===== config.mk =====
export PLATFORM = sky130hd
export DESIGN_NAME = rpc2_ctrl_rw_cmd_arbiter_flat
export DESIGN_NICKNAME = d
export VERILOG_FILES = /design/src/rtl/rpc2_ctrl_rw_cmd_arbiter_pkg.sv /design/src/rtl/rpc2_ctrl_rw_cmd_arbiter_if.sv /design/src/rtl/rpc2_ctrl_rw_cmd_arbiter_wr_credit_counter.sv /design/src/rtl/rpc2_ctrl_rw_cmd_arbiter.sv /design/src/flat_wrapper.sv
export SDC_FILE = /design/constraint.sdc
export NUM_CORES = 1
export LEC_CHECK = 0
export BUFFER_PORTS_ARGS = -buffer_cell sky130_fd_sc_hd__buf_2
export CORE_UTILIZATION = 52
export CTS_BUF_LIST = sky130_fd_sc_hd__clkbuf_4
export DETAILED_ROUTE_END_ITERATION = 10
export PLACE_DENSITY = 0.9
export SLEW_MARGIN = 25
export SYNTH_ARGS = -nofsm -noshare
export SYNTH_HDL_FRONTEND = slang
export SYNTH_SLANG_ARGS = --single-unit

===== constraint.sdc =====
create_clock -name clk -period 4.2 [get_ports clk]
set_input_delay 0.42 -clock clk [delete_from_list [all_inputs] [get_ports clk]]
set_output_delay 0.42 -clock clk [all_outputs]
set_load 0.01 [all_outputs]

===== src/rtl/rpc2_ctrl_rw_cmd_arbiter_pkg.sv =====
// Shared encodings for the RPC2 read/write command arbiter: FSM states, grant sides,
// BRESP codes and the round-robin pick rule.
package rpc2_ctrl_rw_cmd_arbiter_pkg;

  typedef enum logic [1:0] {
    ST_IDLE  = 2'd0,
    ST_ISSUE = 2'd1,
    ST_BUSY  = 2'd2
  } arb_state_e;

  typedef enum logic {
    GRANT_RD = 1'b0,
    GRANT_WR = 1'b1
  } grant_e;

  localparam logic [1:0] BRESP_OKAY   = 2'b00;
  localparam logic [1:0] BRESP_SLVERR = 2'b10;

  // Under contention the side that did not win last time gets the port.
  function automatic grant_e rr_pick(input logic wr_elig, input logic rd_elig,
                                     input grant_e last);
    if (wr_elig && rd_elig) return (last == GRANT_WR) ? GRANT_RD : GRANT_WR;
    return wr_elig ? GRANT_WR : GRANT_RD;
  endfunction

endpackage


===== src/rtl/rpc2_ctrl_rw_cmd_arbiter_if.sv =====
// Command/response bundle between the AXI queues, the RPC2 IP command port and the
// bdat FIFO; master is the arbiter, slave is its environment.
interface rpc2_ctrl_rw_cmd_arbiter_if #(
  parameter int C_ADDR_WIDTH = 32,
  parameter int C_LEN_WIDTH  = 8
);
  logic                    wr_cmd_valid;
  logic [C_ADDR_WIDTH-1:0] wr_cmd_addr;
  logic [C_LEN_WIDTH-1:0]  wr_cmd_len;
  logic                    wr_cmd_ready;
  logic                    rd_cmd_valid;
  logic [C_ADDR_WIDTH-1:0] rd_cmd_addr;
  logic [C_LEN_WIDTH-1:0]  rd_cmd_len;
  logic                    rd_cmd_ready;
  logic                    ip_cmd_valid;
  logic                    ip_cmd_ready;
  logic                    ip_cmd_write;
  logic [C_ADDR_WIDTH-1:0] ip_cmd_addr;
  logic [C_LEN_WIDTH-1:0]  ip_cmd_len;
  logic                    ip_wr_done;
  logic [1:0]              ip_wr_error;
  logic                    ip_rd_done;
  logic                    bdat_wr_en;
  logic [1:0]              bdat_din;
  logic                    bdat_rd_en;
  logic                    rd_timeout;

  modport master (
    input  wr_cmd_valid, wr_cmd_addr, wr_cmd_len,
    input  rd_cmd_valid, rd_cmd_addr, rd_cmd_len,
    input  ip_cmd_ready, ip_wr_done, ip_wr_error, ip_rd_done, bdat_rd_en,
    output wr_cmd_ready, rd_cmd_ready,
    output ip_cmd_valid, ip_cmd_write, ip_cmd_addr, ip_cmd_len,
    output bdat_wr_en, bdat_din, rd_timeout
  );

  modport slave (
    output wr_cmd_valid, wr_cmd_addr, wr_cmd_len,
    output rd_cmd_valid, rd_cmd_addr, rd_cmd_len,
    output ip_cmd_ready, ip_wr_done, ip_wr_error, ip_rd_done, bdat_rd_en,
    input  wr_cmd_ready, rd_cmd_ready,
    input  ip_cmd_valid, ip_cmd_write, ip_cmd_addr, ip_cmd_len,
    input  bdat_wr_en, bdat_din, rd_timeout
  );
endinterface


===== src/rtl/rpc2_ctrl_rw_cmd_arbiter_wr_credit_counter.sv =====
// Write-credit counter: starts full, saturates at both ends, and a simultaneous
// increment and decrement leave it unchanged.
module rpc2_ctrl_wr_credit_counter #(
  parameter  int C_WR_OUTSTANDING = 4,
  localparam int CW               = $clog2(C_WR_OUTSTANDING + 1)
) (
  input  logic          clk,
  input  logic          reset_n,
  input  logic          inc,
  input  logic          dec,
  output logic [CW-1:0] cnt,
  output logic          nonzero
);
  localparam logic [CW-1:0] CNT_MAX = CW'(C_WR_OUTSTANDING);

  function automatic logic [CW-1:0] sat_step(input logic [CW-1:0] c, input logic up,
                                             input logic down);
    if (up && !down) return (c == CNT_MAX) ? c : c + CW'(1);
    if (down && !up) return (c == '0) ? c : c - CW'(1);
    return c;
  endfunction

  always_ff @(posedge clk or negedge reset_n) begin
    if (!reset_n) cnt <= CNT_MAX;
    else          cnt <= sat_step(cnt, inc, dec);
  end

  assign nonzero = (cnt != '0);

endmodule


===== src/rtl/rpc2_ctrl_rw_cmd_arbiter.sv =====
// Shares the RPC2 IP command port between the AXI write and read command queues,
// one transaction at a time, with write credits and a completion watchdog.
module rpc2_ctrl_rw_cmd_arbiter
  import rpc2_ctrl_rw_cmd_arbiter_pkg::*;
#(
  parameter int C_ADDR_WIDTH     = 32,
  parameter int C_LEN_WIDTH      = 8,
  parameter int C_WR_OUTSTANDING = 4,
  parameter int C_TIMEOUT        = 1024
) (
  input logic                        clk,
  input logic                        reset_n,
  rpc2_ctrl_rw_cmd_arbiter_if.master bus
);
  localparam int CW = $clog2(C_WR_OUTSTANDING + 1);
  localparam int TW = (C_TIMEOUT > 2) ? $clog2(C_TIMEOUT) : 1;
  localparam logic [TW-1:0] T_LAST = (C_TIMEOUT > 0) ? TW'(C_TIMEOUT - 1) : '0;

  arb_state_e              state_q, state_d;
  grant_e                  last_q, last_d, grant;
  logic [TW-1:0]           timer_q, timer_d;
  logic [C_ADDR_WIDTH-1:0] addr_q, addr_d;
  logic [C_LEN_WIDTH-1:0]  len_q, len_d;
  logic                    write_q, write_d;
  logic                    wr_ready_q, wr_ready_d;
  logic                    rd_ready_q, rd_ready_d;
  logic                    cmd_valid_q, cmd_valid_d;
  logic                    bdat_en_q, bdat_en_d;
  logic [1:0]              bdat_din_q, bdat_din_d;
  logic                    tmo_q, tmo_d;
  logic                    wr_accept;
  logic                    wr_elig;
  logic [CW-1:0]           credit_cnt;
  logic                    credit_nonzero;

  rpc2_ctrl_wr_credit_counter #(.C_WR_OUTSTANDING(C_WR_OUTSTANDING)) u_credit (
    .clk     (clk),
    .reset_n (reset_n),
    .inc     (bus.bdat_rd_en),
    .dec     (wr_accept && credit_nonzero),
    .cnt     (credit_cnt),
    .nonzero (credit_nonzero)
  );

  assign wr_elig = bus.wr_cmd_valid && (credit_cnt != '0);
  assign grant   = rr_pick(wr_elig, bus.rd_cmd_valid, last_q);

  always_ff @(posedge clk or negedge reset_n) begin
    if (!reset_n) begin
      state_q     <= ST_IDLE;
      last_q      <= GRANT_RD;
      timer_q     <= '0;
      addr_q      <= '0;
      len_q       <= '0;
      write_q     <= 1'b0;
      wr_ready_q  <= 1'b0;
      rd_ready_q  <= 1'b0;
      cmd_valid_q <= 1'b0;
      bdat_en_q   <= 1'b0;
      bdat_din_q  <= '0;
      tmo_q       <= 1'b0;
    end else begin
      state_q     <= state_d;
      last_q      <= last_d;
      timer_q     <= timer_d;
      addr_q      <= addr_d;
      len_q       <= len_d;
      write_q     <= write_d;
      wr_ready_q  <= wr_ready_d;
      rd_ready_q  <= rd_ready_d;
      cmd_valid_q <= cmd_valid_d;
      bdat_en_q   <= bdat_en_d;
      bdat_din_q  <= bdat_din_d;
      tmo_q       <= tmo_d;
    end
  end

  always_comb begin
    state_d     = state_q;
    last_d      = last_q;
    timer_d     = timer_q;
    addr_d      = addr_q;
    len_d       = len_q;
    write_d     = write_q;
    wr_ready_d  = 1'b0;
    rd_ready_d  = 1'b0;
    cmd_valid_d = cmd_valid_q;
    bdat_en_d   = 1'b0;
    bdat_din_d  = bdat_din_q;
    tmo_d       = 1'b0;
    wr_accept   = 1'b0;
    unique case (state_q)
      ST_IDLE: begin
        if (wr_elig || bus.rd_cmd_valid) begin
          state_d     = ST_ISSUE;
          last_d      = grant;
          cmd_valid_d = 1'b1;
          write_d     = (grant == GRANT_WR);
          if (grant == GRANT_WR) begin
            wr_ready_d = 1'b1;
            addr_d     = bus.wr_cmd_addr;
            len_d      = bus.wr_cmd_len;
          end else begin
            rd_ready_d = 1'b1;
            addr_d     = bus.rd_cmd_addr;
            len_d      = bus.rd_cmd_len;
          end
        end
      end
      ST_ISSUE: begin
        if (bus.ip_cmd_ready) begin
          state_d     = ST_BUSY;
          cmd_valid_d = 1'b0;
          timer_d     = '0;
          wr_accept   = write_q;
        end
      end
      ST_BUSY: begin
        timer_d = timer_q + TW'(1);
        // A completion arriving on the watchdog's last cycle takes precedence.
        if (write_q ? bus.ip_wr_done : bus.ip_rd_done) begin
          state_d = ST_IDLE;
          if (write_q) begin
            bdat_en_d  = 1'b1;
            bdat_din_d = bus.ip_wr_error;
          end
        end else if ((C_TIMEOUT != 0) && (timer_q == T_LAST)) begin
          state_d = ST_IDLE;
          if (write_q) begin
            bdat_en_d  = 1'b1;
            bdat_din_d = BRESP_SLVERR;
          end else begin
            tmo_d = 1'b1;
          end
        end
      end
      default: state_d = ST_IDLE;
    endcase
  end

  assign bus.wr_cmd_ready = wr_ready_q;
  assign bus.rd_cmd_ready = rd_ready_q;
  assign bus.ip_cmd_valid = cmd_valid_q;
  assign bus.ip_cmd_write = write_q;
  assign bus.ip_cmd_addr  = addr_q;
  assign bus.ip_cmd_len   = len_q;
  assign bus.bdat_wr_en   = bdat_en_q;
  assign bus.bdat_din     = bdat_din_q;
  assign bus.rd_timeout   = tmo_q;

endmodule


===== src/flat_wrapper.sv =====
// flat-port wrapper written by rule: the top's interface ports become plain ports
module rpc2_ctrl_rw_cmd_arbiter_flat import rpc2_ctrl_rw_cmd_arbiter_pkg::*;
#(
  parameter int C_ADDR_WIDTH     = 32,
  parameter int C_LEN_WIDTH      = 8,
  parameter int C_WR_OUTSTANDING = 4,
  parameter int C_TIMEOUT        = 1024
)
  (clk, reset_n, bus_wr_cmd_valid, bus_wr_cmd_addr, bus_wr_cmd_len, bus_rd_cmd_valid, bus_rd_cmd_addr, bus_rd_cmd_len, bus_ip_cmd_ready, bus_ip_wr_done, bus_ip_wr_error, bus_ip_rd_done, bus_bdat_rd_en, bus_wr_cmd_ready, bus_rd_cmd_ready, bus_ip_cmd_valid, bus_ip_cmd_write, bus_ip_cmd_addr, bus_ip_cmd_len, bus_bdat_wr_en, bus_bdat_din, bus_rd_timeout);
  rpc2_ctrl_rw_cmd_arbiter_if #(.C_ADDR_WIDTH(C_ADDR_WIDTH), .C_LEN_WIDTH(C_LEN_WIDTH)) bus_i ();
  input logic clk;
  input logic reset_n;
  input wire logic [$bits(bus_i.wr_cmd_valid)-1:0] bus_wr_cmd_valid;
  input wire logic [$bits(bus_i.wr_cmd_addr)-1:0] bus_wr_cmd_addr;
  input wire logic [$bits(bus_i.wr_cmd_len)-1:0] bus_wr_cmd_len;
  input wire logic [$bits(bus_i.rd_cmd_valid)-1:0] bus_rd_cmd_valid;
  input wire logic [$bits(bus_i.rd_cmd_addr)-1:0] bus_rd_cmd_addr;
  input wire logic [$bits(bus_i.rd_cmd_len)-1:0] bus_rd_cmd_len;
  input wire logic [$bits(bus_i.ip_cmd_ready)-1:0] bus_ip_cmd_ready;
  input wire logic [$bits(bus_i.ip_wr_done)-1:0] bus_ip_wr_done;
  input wire logic [$bits(bus_i.ip_wr_error)-1:0] bus_ip_wr_error;
  input wire logic [$bits(bus_i.ip_rd_done)-1:0] bus_ip_rd_done;
  input wire logic [$bits(bus_i.bdat_rd_en)-1:0] bus_bdat_rd_en;
  output wire logic [$bits(bus_i.wr_cmd_ready)-1:0] bus_wr_cmd_ready;
  output wire logic [$bits(bus_i.rd_cmd_ready)-1:0] bus_rd_cmd_ready;
  output wire logic [$bits(bus_i.ip_cmd_valid)-1:0] bus_ip_cmd_valid;
  output wire logic [$bits(bus_i.ip_cmd_write)-1:0] bus_ip_cmd_write;
  output wire logic [$bits(bus_i.ip_cmd_addr)-1:0] bus_ip_cmd_addr;
  output wire logic [$bits(bus_i.ip_cmd_len)-1:0] bus_ip_cmd_len;
  output wire logic [$bits(bus_i.bdat_wr_en)-1:0] bus_bdat_wr_en;
  output wire logic [$bits(bus_i.bdat_din)-1:0] bus_bdat_din;
  output wire logic [$bits(bus_i.rd_timeout)-1:0] bus_rd_timeout;
  assign bus_i.wr_cmd_valid = bus_wr_cmd_valid;
  assign bus_i.wr_cmd_addr = bus_wr_cmd_addr;
  assign bus_i.wr_cmd_len = bus_wr_cmd_len;
  assign bus_i.rd_cmd_valid = bus_rd_cmd_valid;
  assign bus_i.rd_cmd_addr = bus_rd_cmd_addr;
  assign bus_i.rd_cmd_len = bus_rd_cmd_len;
  assign bus_i.ip_cmd_ready = bus_ip_cmd_ready;
  assign bus_i.ip_wr_done = bus_ip_wr_done;
  assign bus_i.ip_wr_error = bus_ip_wr_error;
  assign bus_i.ip_rd_done = bus_ip_rd_done;
  assign bus_i.bdat_rd_en = bus_bdat_rd_en;
  assign bus_wr_cmd_ready = bus_i.wr_cmd_ready;
  assign bus_rd_cmd_ready = bus_i.rd_cmd_ready;
  assign bus_ip_cmd_valid = bus_i.ip_cmd_valid;
  assign bus_ip_cmd_write = bus_i.ip_cmd_write;
  assign bus_ip_cmd_addr = bus_i.ip_cmd_addr;
  assign bus_ip_cmd_len = bus_i.ip_cmd_len;
  assign bus_bdat_wr_en = bus_i.bdat_wr_en;
  assign bus_bdat_din = bus_i.bdat_din;
  assign bus_rd_timeout = bus_i.rd_timeout;
  rpc2_ctrl_rw_cmd_arbiter #(.C_ADDR_WIDTH(C_ADDR_WIDTH), .C_LEN_WIDTH(C_LEN_WIDTH), .C_WR_OUTSTANDING(C_WR_OUTSTANDING), .C_TIMEOUT(C_TIMEOUT)) u_core (.clk(clk), .reset_n(reset_n), .bus(bus_i));
endmodule

; Word level (Yosys, flattened, before mapping)
; Cells that the tools add are included.
[word_totals]
reg_bits = 63
input_bits = 90
[classes]
add_sub_neg = 3
eq_ne = 8
muxes = 46
n_reduce_logical = 21
[op_table]
columns = cell, n
row1 = two-way mux 32 bit, 1
row2 = two-way mux 1 bit, 26
row3 = one-hot mux 10 bit (2 select lines), 1
row4 = two-way mux 3 bit, 6
row5 = two-way mux 2 bit, 8
row6 = adder 10 x 1 -> 10 bit (second input constant), 1
row7 = == test 10 bit (second input constant), 1
row8 = two-way mux 10 bit, 1
row9 = AND reduction 3 bit, 3
row10 = two-way mux 8 bit, 1
row11 = nonzero test 2 bit, 4
row12 = one-hot mux 2 bit (3 select lines), 1
row13 = AND reduction 2 bit, 3
row14 = logical AND 1 bit, 5
row15 = adder 3 x 1 -> 3 bit (second input constant), 1
row16 = == test 3 bit (second input constant), 1
row17 = zero test 3 bit, 1
row18 = inequality test 3 x 1 -> 1 bit (second input constant), 1
row19 = inequality test 3 bit (second input constant), 1
row20 = nonzero test 3 bit, 1
row21 = subtractor 3 x 1 -> 3 bit (second input constant), 1
row22 = == test 2 x 1 -> 1 bit (second input constant), 1
row23 = == test 2 bit (second input constant), 1
row24 = zero test 1 bit, 2
row25 = other kinds (5), 5

; Longest topological paths before layout
[logic_depth]
word_depth = 9
ltp_mapped = 10

; By module
; From an unflattened synthesis, not the netlist that was laid out.
[unflattened]
hier_cells = 305
hier_area_um2 = 3150.5
[modules_own_cells]
columns = mod, n_inst, cells_per_inst, area_per_inst_um2, seq_area_each_um2
row1 = rpc2_ctrl_rw_cmd_arbiter, 1, 275, 2855.2, 1501.4
row2 = rpc2_ctrl_wr_credit_counter, 1, 30, 295.3, 76.3

; Worst setup path after synthesis
; OpenSTA, ideal clock, no wires.
[synth_path]
path_kind = flip-flop to flip-flop
from = register u_core.u_credit.cnt[0]
to = register u_core.u_credit.cnt[2]
setup_ns = 0.094
arrival_ns = 1.915
slack_ns = 2.192
stages_incl_launch_ff = 11
path_buffers = 0
synth_period_minus_slack_ns = 2.008
path_cell_list = dfrtp_1 inv_1 ha_1 nand2b_2 and3_1 inv_1 ha_1 nor2b_1 mux2_2 a21oi_1 a31oi_1
[synth_via]
elab_chain_len = 7
elab_cells_between_ends = 21
classes_between = add/sub: 2 / eq/ne: 2 / mux: 9 / reduce/logical: 8
[synth_lines]
columns = element, line
row1 = from (decl), rpc2_ctrl_rw_cmd_arbiter_wr_credit_counter.sv:11  ; output logic [CW-1:0] cnt,
row2 = from (signal assigned), rpc2_ctrl_rw_cmd_arbiter_wr_credit_counter.sv:25  ; else cnt <= sat_step(cnt, inc, dec);
row3 = "parallel branches: the longest is 7 deep, another holds adder 3 x 1 -> 3 bit", -
; Parallel ways; which one is timed is not known. The select of a mux whose other input is x is not followed.
; A chain may end at the register's enable or synchronous reset.

; Worst setup path after layout
; Ends and elaborated chain as after synthesis.

==> metrics.cfg <==
[final_layout]
final_nets = 485
antenna_cells = 0
final_common_cell = buf_2
layout-drive-gt1-share = 0.4162
syn2layout_area_growth_pct = 28.34
final_cell_mix = 137 x buf_2, 62 x dfrtp_1, 40 x and2_1, 40 x a221o_1, 16 x nand2_1

[hold_path]
hold_class = input port to flip-flop
hold_path_depth = 2

[critical_path]
cp.arrival_ps = 2630
crit_path_end = u_core.u_credit.cnt[2]
critPathLaunch = u_core.u_credit.cnt[0]
reg2regPathDepth = 10
worstPathCellList = inv_1, ha_1, nand2b_2, and3_1, inv_1, ha_1, nor2b_1, mux2_2, a21oi_1, a31oi_1
regToRegStartpoint = u_core.u_credit.cnt[0]
crit_required_ps = 4540
crit_fanout = 5
endpoint_kind = flip-flop
cpPeakStageDelay_ps = 410
crit_type = flip-flop to flip-flop
r2r_setup_slack_ps = 1910
r2r_end = u_core.u_credit.cnt[2]
start_kind = flip-flop
critical-path-slowest-cell = dfrtp_1

[clock_network]
clk_latency_ps = 420
root_buffer = clkbuf_4
clkTransAtPathRegs_ps = 120
clock_sinks = 63
cts_buffers = 9
cts_resized = 0
cts_tree = yes
clockBufferDepth = 2
htree_num_levels = 3

[timing]
finalSetupViolCount = 0
clock.fmax_ghz = 0.4358
drv_slew = 0
hold_viol_final = 0
worstMarginPinSlew_ps = 613.0
skew_ps = 20.49
rsz0062_at_grt = false
final.min_clock_period_ps = 2295
fin_hold_ws_ps = 168.1
slew-limit-headroom = 0.5913
tns_ps = 0
finalCritPeriodShare = 0.5463

[power_and_ir_drop]
p_sw_w = 0.0009819
p_int_w = 0.001577
seqPwrFrac = 0.402
power.share.switching = 0.3837
power_leakage_nw = 1.958
ir_drop_uv = 346.6
power_density_nw_per_um2 = 675.0
combPwrFrac = 0.434
pwr-share-clk = 0.164

[die]
die_area_um2 = 5986
fp-row-count = 27
core_um2 = 5507
start_util = 0.5365
die_w_um = 77.37
dieHeight_um = 77.37
ios = 138

[route]
drc = 0
antenna_left = 0
vias = 2579
first_pass_iters = 4
wirelength_um = 7172
routedWlPerCell_um = 15.39
drtIter0Drc = 123
vias_per_cell = 5.534

[synth]
ys_warn_count = 0
synth_top_area_cell = dfrtp_1
syn_inst = 252
async_flop_share = 1.000
synth_nets = 348
syn_area_per_cell_um2 = 11.72
synth-seq-cells = 63
yosys-top-cells-area = dfrtp_1 53%, a221o_1 14%, and2_1 8.5%
synth_ff_type = dfrtp_1
synth_area_um2 = 2954
synth_top_area_frac = 0.5252
synth_edf_count = 0
ys_seq_area_frac = 0.5341
synth.distinct_cells = 40

[placed_design]
dp_hpwl_um = 5140
port_buffers = 137
gp_congestion = 0.8344

[global_route]
grt-ovfl-total = 0
grt_use_total = 0.2483
grt_pass1_wl_um = 11340
antenna_found_initial = 0
first_global_vias = 2403
grt_start_max_net_pins = 42

[flow_run]
cap_violations = 0

[outcome]
status = finished, final reports clean

cells by family after synthesis:
kind of cell    count (synthesis)  share of synthesized area
fa+ha+maj                       6                    0.02541
simple gates                   84                     0.1631
flops                          63                     0.5341
mux                             5                    0.01737
xor+xnor                        2                   0.005931
buf+inv                        26                    0.05591
compound gates                 66                     0.1982
through the flow:
step / util / area (um^2) / setup slack, ps / power, W / instances
after floorplan: - / 2954 / 2192 / 0.001791 / 252
after global placement: 0.6610 / 3640 / 1899 / 0.002097 / 449
after detailed placement: 0.6610 / 3640 / 1802 / 0.002150 / 449
after CTS: 0.6883 / 3790 / 1775 / 0.002577 / 466
after global routing: 0.6885 / 3791 / 1744 / 0.002731 / 466
final: 0.6885 / 3791 / 1905 / 0.002559 / 466
critical path: cells and delay by family, from the launching register on:
kind	cells	cell delay [ps]
AOI/OAI and AO/OA	2	240
adders and majority gates	2	410
buffers and inverters	2	120
DFF	1	410
muxes	1	380
and+or+nand+nor	3	630
cell usage after synthesis (4+ instances only):
master / number
and2_1: 40
nand4_1: 5
buf_2: 6
nor2_1: 4
nand3_1: 4
a221o_1: 40
inv_1: 10
dfrtp_1: 62
ha_1: 6
nand2_1: 16
mux2i_1: 4
buf_6: 8
o21ai_0: 12
layout make-up:
type	instances	area, um^2
multi-input combinational	163	1220
clock inverter	7	72.57
fill	416	1715
inverter	10	37.54
tap	72	90.09
timing repair buffer	142	725.7
clock buffer	9	67.56
sequential	63	1578
flip-flops by register name, summed over array words and instances (netlist names):
register	cells
u_core.state_q	2
u_core.bus.wr_cmd_ready	1
u_core.bus.bdat_wr_en	1
u_core.bus.rd_cmd_ready	1
u_core.u_credit.cnt	3
u_core.bus.ip_cmd_addr	32
u_core.bus.bdat_din	2
u_core.timer_q	10
u_core.last_q	1
u_core.bus.ip_cmd_valid	1
u_core.bus.rd_timeout	1
u_core.bus.ip_cmd_len	8
what timing repair did:
action	CTS	global route
endpoints found under the hold margin	21	0
buffers inserted	0	0
hold buffers	1	0
power groups by stage:
stage          Combinational, W  Clock (W)  Sequential, W
2_1_floorplan          0.000681          0        0.00111
3_3_place_gp            0.00107          0        0.00102
3_5_place_dp            0.00111          0        0.00104
4_1_cts                 0.00112   0.000426        0.00103
5_1_grt                 0.00122   0.000450        0.00106
6_report                0.00111   0.000419        0.00103
per-layer routing:
metal	share of wire	global-route usage	wire length (um)	up-vias
met5	0	0	0	-
met4	0.021	0.1226	149	0
met3	0.061	0.05294	437	18
met2	0.50	0.4080	3574	101
met1	0.42	0.3114	3010	1251
li1	-	-	-	1209
worst min-delay path by stage:
| stage | startpoint | endpoint |
|---|---|---|
| 3_3_place_gp | reset_n | u_core.timer_q[5] |
| 3_5_place_dp | reset_n | u_core.timer_q[5] |
| 6_report | bus_ip_rd_done | u_core.bus.rd_timeout |
| 5_1_grt | bus_ip_rd_done | u_core.bus.rd_timeout |
| 4_1_cts | bus_ip_rd_done | u_core.bus.rd_timeout |
| 2_1_floorplan | reset_n | u_core.bus.bdat_din[0] |
(Power assumes the default switching activity.)
